===== src/rtl/alu_pkg.sv =====
// Shared definitions for the iterative ALU: op codes, FSM states and the
// parity helper used by the single-step datapath.
package alu_pkg;

    localparam logic [3:0] OP_MOV  = 4'h0;
    localparam logic [3:0] OP_OR   = 4'h1;
    localparam logic [3:0] OP_AND  = 4'h2;
    localparam logic [3:0] OP_XOR  = 4'h3;
    localparam logic [3:0] OP_NOT  = 4'h4;
    localparam logic [3:0] OP_NOR  = 4'h5;
    localparam logic [3:0] OP_NAND = 4'h6;
    localparam logic [3:0] OP_XNOR = 4'h7;
    localparam logic [3:0] OP_ADD  = 4'h8;
    localparam logic [3:0] OP_ADC  = 4'h9;
    localparam logic [3:0] OP_SUB  = 4'hA;
    localparam logic [3:0] OP_SBC  = 4'hB;
    localparam logic [3:0] OP_SHL  = 4'hC;
    localparam logic [3:0] OP_RCC  = 4'hD;
    localparam logic [3:0] OP_ROT  = 4'hE;
    localparam logic [3:0] OP_ASH  = 4'hF;

    typedef enum logic [1:0] {
        ST_IDLE = 2'd0,
        ST_ITER = 2'd1,
        ST_DONE = 2'd2
    } state_t;

    // Zero-extension leaves parity unchanged, so any width up to 64 bits fits.
    function automatic logic parity64(input logic [63:0] v);
        return ^v;
    endfunction

endpackage


===== src/rtl/alu_step.sv =====
// Single combinational ALU step: applies one of the 16 rules to (w, b, c).
// Shift ops C-F move exactly one bit per evaluation.
module alu_step
    import alu_pkg::*;
#(
    parameter int WIDTH = 8
) (
    input  logic [3:0]       op,
    input  logic             xy,
    input  logic [WIDTH-1:0] w,
    input  logic [WIDTH-1:0] b,
    input  logic             c,
    output logic [WIDTH-1:0] w_next,
    output logic             c_next
);

    localparam int M = WIDTH - 1;

    logic [WIDTH-1:0] addend_s;
    logic             carry_in_s;
    logic [WIDTH:0]   sum_s;
    logic             fill_s;
    logic [WIDTH-1:0] shifted_s;
    logic             par_s;

    assign par_s = parity64(64'(w));

    // Adder operand selection: subtraction is a + ~b + carry.
    always_comb begin
        addend_s   = b;
        carry_in_s = 1'b0;
        case (op)
            OP_ADD:  begin addend_s = b;  carry_in_s = 1'b0; end
            OP_ADC:  begin addend_s = b;  carry_in_s = c;    end
            OP_SUB:  begin addend_s = ~b; carry_in_s = 1'b1; end
            OP_SBC:  begin addend_s = ~b; carry_in_s = c;    end
            default: begin addend_s = b;  carry_in_s = 1'b0; end
        endcase
        sum_s = {1'b0, w} + {1'b0, addend_s} + (WIDTH+1)'(carry_in_s);
    end

    // Bit entering the vacated position for the shift family.
    always_comb begin
        fill_s = 1'b0;
        case (op)
            OP_SHL:  fill_s = 1'b0;
            OP_RCC:  fill_s = c;
            OP_ROT:  fill_s = w[0];
            OP_ASH:  fill_s = w[M];
            default: fill_s = 1'b0;
        endcase
        if (xy) begin
            shifted_s = {fill_s, w[M:1]};
        end else begin
            shifted_s = {w[M-1:0], fill_s};
        end
    end

    // Result and carry selection for all 16 ops.
    always_comb begin
        w_next = w;
        c_next = c;
        case (op)
            OP_MOV:  begin w_next = b;          c_next = w[M];            end
            OP_OR:   begin w_next = w | b;      c_next = c;               end
            OP_AND:  begin w_next = w & b;      c_next = (w != '0);       end
            OP_XOR:  begin w_next = w ^ b;      c_next = par_s;           end
            OP_NOT:  begin w_next = ~b;         c_next = ~w[M];           end
            OP_NOR:  begin w_next = ~(w | b);   c_next = ~c;              end
            OP_NAND: begin w_next = ~(w & b);   c_next = (w == '0);       end
            OP_XNOR: begin w_next = ~(w ^ b);   c_next = ~par_s;          end
            OP_ADD, OP_ADC, OP_SUB, OP_SBC: begin
                w_next = sum_s[WIDTH-1:0];
                c_next = sum_s[WIDTH];
            end
            OP_SHL, OP_RCC, OP_ROT, OP_ASH: begin
                w_next = shifted_s;
                c_next = xy ? w[0] : w[M];
            end
            default: begin w_next = w;          c_next = c;               end
        endcase
    end

endmodule


===== src/rtl/alu_iter.sv =====
// Sequential ALU with start/ready/valid handshake, internal carry flag and
// multi-bit shifts executed one bit per cycle through alu_step.
module alu_iter
    import alu_pkg::*;
#(
    parameter  int WIDTH = 8,
    localparam int CW    = $clog2(WIDTH)
) (
    input  logic             clk,
    input  logic             rst,
    input  logic             start,
    input  logic [3:0]       op,
    input  logic             xy,
    input  logic [WIDTH-1:0] a,
    input  logic [WIDTH-1:0] b,
    input  logic [CW-1:0]    cnt,
    output logic             ready,
    output logic             valid,
    output logic [WIDTH-1:0] q,
    output logic             cout,
    output logic             cflag
);

    state_t           state_r;
    logic [3:0]       op_r;
    logic             xy_r;
    logic [WIDTH-1:0] b_r;
    logic [WIDTH-1:0] w_r;
    logic             c_r;
    logic [CW-1:0]    rem_r;
    logic [WIDTH-1:0] q_r;
    logic             cout_r;
    logic             cflag_r;
    logic             valid_r;
    logic             ready_r;

    logic [3:0]       op_s;
    logic             xy_s;
    logic [WIDTH-1:0] w_s;
    logic [WIDTH-1:0] b_s;
    logic             c_s;
    logic [WIDTH-1:0] w_next_s;
    logic             c_next_s;
    logic             accept_s;
    logic             is_shift_s;

    assign accept_s   = start && ready_r;
    assign is_shift_s = (op[3:2] == 2'b11);

    // In IDLE the first step runs straight off the inputs so short ops finish in one cycle.
    always_comb begin
        if (state_r == ST_IDLE) begin
            op_s = op;
            xy_s = xy;
            w_s  = a;
            b_s  = b;
            c_s  = cflag_r;
        end else begin
            op_s = op_r;
            xy_s = xy_r;
            w_s  = w_r;
            b_s  = b_r;
            c_s  = c_r;
        end
    end

    alu_step #(.WIDTH(WIDTH)) u_step (
        .op     (op_s),
        .xy     (xy_s),
        .w      (w_s),
        .b      (b_s),
        .c      (c_s),
        .w_next (w_next_s),
        .c_next (c_next_s)
    );

    // Control FSM with operand capture, iteration count and registered outputs.
    always_ff @(posedge clk) begin
        if (rst) begin
            state_r <= ST_IDLE;
            op_r    <= 4'h0;
            xy_r    <= 1'b0;
            b_r     <= '0;
            w_r     <= '0;
            c_r     <= 1'b0;
            rem_r   <= '0;
            q_r     <= '0;
            cout_r  <= 1'b0;
            cflag_r <= 1'b0;
            valid_r <= 1'b0;
            ready_r <= 1'b1;
        end else begin
            case (state_r)
                ST_IDLE: begin
                    valid_r <= 1'b0;
                    if (accept_s) begin
                        op_r    <= op;
                        xy_r    <= xy;
                        b_r     <= b;
                        ready_r <= 1'b0;
                        if (is_shift_s && (cnt == CW'(0))) begin
                            q_r     <= a;
                            cout_r  <= cflag_r;
                            valid_r <= 1'b1;
                            state_r <= ST_DONE;
                        end else if (is_shift_s && (cnt > CW'(1))) begin
                            w_r     <= w_next_s;
                            c_r     <= c_next_s;
                            rem_r   <= cnt - CW'(1);
                            state_r <= ST_ITER;
                        end else begin
                            q_r     <= w_next_s;
                            cout_r  <= c_next_s;
                            cflag_r <= c_next_s;
                            valid_r <= 1'b1;
                            state_r <= ST_DONE;
                        end
                    end else begin
                        ready_r <= 1'b1;
                    end
                end
                ST_ITER: begin
                    w_r   <= w_next_s;
                    c_r   <= c_next_s;
                    rem_r <= rem_r - CW'(1);
                    if (rem_r == CW'(1)) begin
                        q_r     <= w_next_s;
                        cout_r  <= c_next_s;
                        cflag_r <= c_next_s;
                        valid_r <= 1'b1;
                        state_r <= ST_DONE;
                    end else begin
                        valid_r <= 1'b0;
                    end
                end
                ST_DONE: begin
                    valid_r <= 1'b0;
                    ready_r <= 1'b1;
                    state_r <= ST_IDLE;
                end
                default: begin
                    valid_r <= 1'b0;
                    ready_r <= 1'b1;
                    state_r <= ST_IDLE;
                end
            endcase
        end
    end

    assign ready = ready_r;
    assign valid = valid_r;
    assign q     = q_r;
    assign cout  = cout_r;
    assign cflag = cflag_r;

endmodule


===== config.mk =====
export PLATFORM = sky130hd
export DESIGN_NAME = alu_iter
export DESIGN_NICKNAME = d
export VERILOG_FILES = /design/src/rtl/alu_pkg.sv /design/src/rtl/alu_step.sv /design/src/rtl/alu_iter.sv
export SDC_FILE = /design/constraint.sdc
export NUM_CORES = 1
export LEC_CHECK = 0
export BUFFER_PORTS_ARGS = -buffer_cell sky130_fd_sc_hd__buf_2
export CORE_MARGIN = 5
export CORE_UTILIZATION = 55
export DETAILED_ROUTE_END_ITERATION = 12
export GPL_ROUTABILITY_DRIVEN = 0
export PLACE_DENSITY = 0.83
export RECOVER_POWER = 100
export SYNTH_ARGS = -nofsm -noshare
export SYNTH_HDL_FRONTEND = slang
export SYNTH_SLANG_ARGS = --single-unit

===== constraint.sdc =====
create_clock -name clk -period 6.6 [get_ports clk]
set_clock_uncertainty 0.05 [all_clocks]
set_input_delay 0.99 -clock clk [delete_from_list [all_inputs] [get_ports clk]]
set_output_delay 0.99 -clock clk [all_outputs]
set_load 0.02 [all_outputs]

* After elaboration in Yosys (flattened, before gate mapping)
Index checks and enable logic that the tools add are counted.
Word-level totals: word-level logic and storage cells 119, input port bits 27, flip-flop bits (word level) 39
Cells by class: $lt $le $gt $ge 1, eq/ne operators 24, bitwise logic cells 10, reductions and logical operators 19, add/subtract/negate cells 4, muxes and demuxes 49
Operators with widths (count):
- two-way mux 8 bit | 11
- one-hot mux 8 bit (10 select lines) | 1
- XOR reduction 64 bit | 1
- equality test 4 bit, second input constant | 8
- inverter 8 bit | 4
- one-hot mux 8 bit (2 select lines) | 2
- two-way mux 1 bit | 17
- equality test 4 x 3 -> 1 bit, second input constant | 4
- one-hot mux 1 bit (2 select lines) | 6
- one-hot mux 1 bit (10 select lines) | 1
- adder 8 x 8 -> 9 bit | 1
- adder 9 x 1 -> 9 bit | 1
- two-way mux 3 bit | 3
- bitwise AND 8 bit | 1
- equality test 4 x 2 -> 1 bit, second input constant | 2
- zero test 8 bit | 1
- two-way mux 2 bit | 4
- != test 2 bit, second input constant | 4
- OR 8 bit | 1
- AND reduction 4 bit | 2
- nonzero test 8 bit | 1
- OR reduction 4 bit | 2
- bitwise XOR 8 bit | 1
- one-hot mux 3 bit (2 select lines) | 1
- other kinds (20) | 27

* Longest topological paths before layout
depth after elaboration 12, gate-level depth with buffers 16, mapped depth without buffers 13

* Cells and area by module
From an unflattened synthesis, not the netlist that was laid out.
Unflattened totals: cells, all modules 458, area, all modules 3858.7 um^2
By module, submodules not included:
- alu_iter | area each 2215.9 um^2, cells an instance 227, instances 1
- alu_step | area each 1642.8 um^2, cells an instance 231, instances 1

* Least setup slack after synthesis
No wires, ideal clock.
path kind input-to-reg, from input op[1], to register q_r[6], in the netlist q[6], buffers on the path 1, arrival time 3998 ps, path slack 2460 ps, required time 6458 ps, stages on the path 14, cells stage by stage or3b_1 -> and2_1 -> buf_6 -> nor2_2 -> xnor2_1 -> fa_1 -> fa_1 -> nor2b_1 -> o31a_1 -> o21ai_0 -> a211o_1 -> a41oi_1 -> nor2_1 -> nor4_1
Between the ends: longest elaborated chain between the ends 11
Ends and longest elaborated chain:
- start, declared | line alu_iter.sv:12 | input logic [3:0] op,
- two-way mux 4 bit (*) | line alu_iter.sv:52 | if (state_r == ST_IDLE) begin
- equality test 4 bit | line alu_step.sv:32, alu_step.sv:63
- OR reduction 2 bit (no line)
- two-way mux 8 bit
- adder 8 x 8 -> 9 bit | line alu_step.sv:39 | sum_s = {1'b0, w} + {1'b0, addend_s} + (WIDTH+1)'(carry_in_s);
- adder 9 x 1 -> 9 bit | line alu_step.sv:39
- one-hot mux 8 bit (10 select lines) (*) | line alu_step.sv:63 | case (op)
- two-way mux 8 bit | line alu_iter.sv:106 | end else if (is_shift_s && (cnt > CW'(1))) begin
- two-way mux 8 bit | line alu_iter.sv:101 | if (is_shift_s && (cnt == CW'(0))) begin
- two-way mux 8 bit | line alu_iter.sv:96 | if (accept_s) begin
- one-hot mux 8 bit (2 select lines) (*) | line alu_iter.sv:93 | case (state_r)
- end signal, assigned | line alu_iter.sv:112 | q_r <= w_next_s;
- end signal, assigned | line alu_iter.sv:127 | q_r <= w_next_s;
- end, declared | line alu_iter.sv:31 | logic [WIDTH-1:0] q_r;
Mark *: on every way between the ends. The rest lies on a longest branch, timed or not. The select of a mux whose other input is x is not followed. A chain may end at the register's enable or synchronous reset.

* Worst setup path in the final report
from register state_r[1], to register q_r[7], in the netlist q[7]
Between the ends: longest elaborated chain between the ends 12
Ends and longest elaborated chain:
- start, declared | line alu_iter.sv:24 | state_t state_r;
- start signal, assigned | line alu_iter.sv:80 | state_r <= ST_IDLE;
- start signal, assigned | line alu_iter.sv:105 | state_r <= ST_DONE;
- start signal, assigned | line alu_iter.sv:110 | state_r <= ST_ITER;
- zero test 2 bit | line alu_iter.sv:52, alu_iter.sv:93
- two-way mux 4 bit | line alu_iter.sv:52
- equality test 4 bit | line alu_step.sv:32, alu_step.sv:63
- OR reduction 2 bit (no line)
- two-way mux 8 bit
- adder 8 x 8 -> 9 bit | line alu_step.sv:39
- adder 9 x 1 -> 9 bit | line alu_step.sv:39
- one-hot mux 8 bit (10 select lines) | line alu_step.sv:63
- two-way mux 8 bit | line alu_iter.sv:106
- two-way mux 8 bit | line alu_iter.sv:101
- two-way mux 8 bit | line alu_iter.sv:96
- one-hot mux 8 bit (2 select lines) | line alu_iter.sv:93
Parallel ways exist; a longest one is shown, timed or not. The select of a mux whose other input is x is not followed.

==> flow_metrics.py <==
metrics = {
    "logic_synthesis": {
        "netlist_area_sq_um": 3780,
        "synth.avg_cell_area_sq_um": 7.78,
        "synth_top_cell_by_area": "dfxtp_1",
        "syn_nets": 547,
        "netlist.area_leader.share": 0.206,
        "async_flop_share": 0,
        "synth_top_family_by_area": "compound AO/OA/AOI/OAI gates",
        "synth_area_leaders": "dfxtp_1 (21%), ha_1 (11%), mux2i_1 (9.0%)",
        "yosys.cell_types.count": 66,
        "synth_compound_gate_area_share": 0.260,
        "synth-seq-cells": 39,
        "ys.flop_type": "dfxtp_1",
        "synth-simple-area-share": 0.196,
        "yosys-mux-area-fraction": 0.115,
        "synth-xor-area-share": 0.0278,
        "yosysSeqAreaShare": 0.206,
        "ys.warnings.count": 0,
        "synth-edff-count": 0,
        "synth_adder_area_share": 0.116,
        "netlist_instances": 486,
    },
    "cells_and_area": {
        "nFillCells": 622,
        "finalInstanceArea_sq_um": 4010,
        "syn_to_final_growth_pct": 5.92,
        "drive_above_1_share": 0.110,
        "final_cells": 587,
        "nNetsFinal": 567,
        "final_util": 0.593,
        "diodes": 0,
    },
    "routing": {
        "via_count": 3983,
        "totalWireLength_mm": 11.2,
        "vias_per_cell": 6.79,
        "postRouteAntennaNets": 0,
        "wl_per_cell_um": 19.1,
        "drt-pass1-iter-count": 9,
        "drc": 0,
        "drtIter0Drc": 539,
    },
    "power": {
        "power.switching_w": 0.000356,
        "peakVddDrop_uv": 144,
        "power_frac_seq": 0.311,
        "p_clk_frac": 0.245,
        "swShare": 0.404,
        "p_comb_frac": 0.444,
        "power_density_nw_per_um2": 220,
        "leakage_nw": 1.72,
        "intPower_w": 0.000525,
    },
    "cts": {
        "cts_tree": "done",
        "path_clk_slew_ns": 0.08,
        "cts_buffer_depth": 2,
        "cts_setup_buffers": 0,
        "clk_latency_ns": 0.30,
        "numCtsBuffers": 5,
        "cts-htree-levels": 2,
        "hold_buffers": 0,
        "cts.sinks": 39,
        "ctsRootBufferMaster": "clkbuf_8",
        "post_cts_resize_count": 0,
    },
    "timing": {
        "fin_ws_ns": 1.25,
        "setup_violations": 0,
        "fmax_mhz": 187,
        "final_hold_viol_count": 0,
        "fin_crit_ns": 5.35,
        "timing.final.crit_share": 0.811,
        "worst_pin_slew_ns": 1.23,
        "rsz0062_at_grt": "false",
        "slew_headroom": 0.178,
        "finalSetupTns_ns": 0,
        "slew_violations": 0,
    },
    "global_route": {
        "track_usage": 0.256,
        "antenna_found_initial": 0,
        "grt_pass1_wl_mm": 18.0,
        "grt_pass1_vias": 3769,
        "grt_max_degree": 43,
        "grt_overflow": 0,
    },
    "setup_path": {
        "critPathRequiredTime_ns": 6.70,
        "crit_path_end_kind": "flop",
        "critical_path_class": "flop to flop",
        "arrival_ns": 5.45,
        "cp-start-kind": "flop",
        "crit_fanout": 18,
    },
    "placement": {
        "post-place-ws_ns": 1.89,
        "dpl.cell_count": 579,
        "hpwl_mm": 8.10,
        "post_dp_cell_area_sq_um": 3930,
        "io_buffers": 38,
    },
    "die": {
        "dieArea_sq_um": 8630,
        "initial_core_util": 0.560,
        "pin_count": 39,
        "fp.dieW_um": 92.9,
        "die_y_um": 92.9,
        "rows": 30,
        "coreArea_sq_um": 6760,
    },
    "status": {
        "outcome": "finished, final reports clean",
    },
    "min_path": {
        "hold_class": "flop to flop",
    },
    "flow_run": {
        "cap_violations": 0,
    },
}
## power by group through the flow
stage | Clock, W | Sequential, W | Combinational (W)
3_5_place_dp | 0 | 0.000279 | 0.000382
3_3_place_gp | 0 | 0.000277 | 0.000369
2_1_floorplan | 0 | 0.000281 | 0.000291
5_1_grt | 0.000227 | 0.000277 | 0.000424
6_report | 0.000216 | 0.000274 | 0.000391
4_1_cts | 0.000216 | 0.000273 | 0.000386
## cell usage after synthesis, drive strengths merged, types with 2 or more instances
cell type	count
a311oi	3
dfxtp	39
a31oi	9
nor2	43
a32oi	6
o21a	3
o22ai	11
xnor2	11
clkbuf	11
a211o	4
nand2	58
mux2	8
a22oi	5
o2111ai	2
nor4b	5
inv	36
a211oi	9
o31ai	3
or2	3
fa	2
mux2i	34
nand4	2
nor2b	6
a21oi	39
nand3b	4
o31a	3
o211ai	8
a21o	3
nor4	3
o21ai	24
or3	2
buf	16
nor3	6
nand3	6
and3	3
o32ai	4
ha	32
nand2b	6
a222oi	2
## final cells by class
| class | count | area (sq um) | area share |
|---|---|---|---|
| Timing Repair Buffer | 40 | 189 | 0.0472 |
| Clock buffer | 6 | 82.6 | 0.0206 |
| Tap cell | 80 | 100 | 0.0250 |
| Inverter | 36 | 135 | 0.0337 |
| Sequential cell | 39 | 781 | 0.195 |
| Clock inverter | 2 | 35.0 | 0.00875 |
| Multi-Input combinational cell | 384 | 2680 | 0.670 |
## worst paths after layout
path | startpoint | to | slack [ns] | cells past startpoint
worst max-delay path | state_r[1] | q[7] | 1.25 | 13
worst min register to register | b_r[3] | b_r[3] | 0.41 | 2
worst min-delay path | b_r[3] | b_r[3] | 0.41 | 2
worst max register to register | state_r[1] | q[7] | 1.25 | 13
## sequential cells by signal (all words and copies together) (netlist names), 2 cells and up
register,count
b_r,8
q,8
w_r,8
op_r,4
rem_r,3
state_r,2
## per-layer routing
layer / vias to the layer above / track usage / routed length (um)
met5: - / 0 / 0
li1: 1802 / - / -
met4: 0 / 0.112 / 428
met3: 59 / 0.0496 / 1170
met2: 280 / 0.424 / 5270
met1: 1842 / 0.323 / 4320
## cell families (layout without fill, tap and decap cells)
logic type | after synthesis | after routing
mux | 42 | 42
fa+ha+maj | 34 | 34
compound gates | 143 | 143
simple gates | 153 | 153
flops | 39 | 39
xor+xnor | 12 | 12
buf+inv | 63 | 84
## cells in the final DEF (no fill, tap or decap), drive strengths merged, types with 5 or more instances in the layout
master	n
ha	32
a21oi	39
dfxtp	39
inv	36
nor2	43
nor4b	5
xnor2	11
a32oi	6
clkbuf	19
nand2b	6
o22ai	11
o211ai	8
nand2	58
nand3	6
a22oi	5
nor3	6
mux2i	34
nor2b	6
buf	27
a31oi	9
o21ai	24
a211oi	9
mux2	8
## critical path, cell delays in order (launching register included)
cell and delay, ns:
dfxtp_1 0.68, or2_0 0.96, a31oi_1 0.18, buf_4 0.24
nor2_1 0.65, xnor2_1 0.19, fa_1 0.48, nand2b_1 0.18
a21oi_1 0.19, o22ai_1 0.15, mux2_2 0.29, a2111oi_0 0.64
or3_1 0.22, a31oi_1 0.08
## stage by stage
stage | power (W) | hold WS, ns
after floorplan | 0.000572 | 0.384
after global placement | 0.000646 | 0.390
after detailed placement | 0.000660 | 0.397
after CTS | 0.000875 | 0.410
after global routing | 0.000928 | 0.439
final | 0.000881 | 0.406
Note: power is estimated with default switching activity, not from simulation.
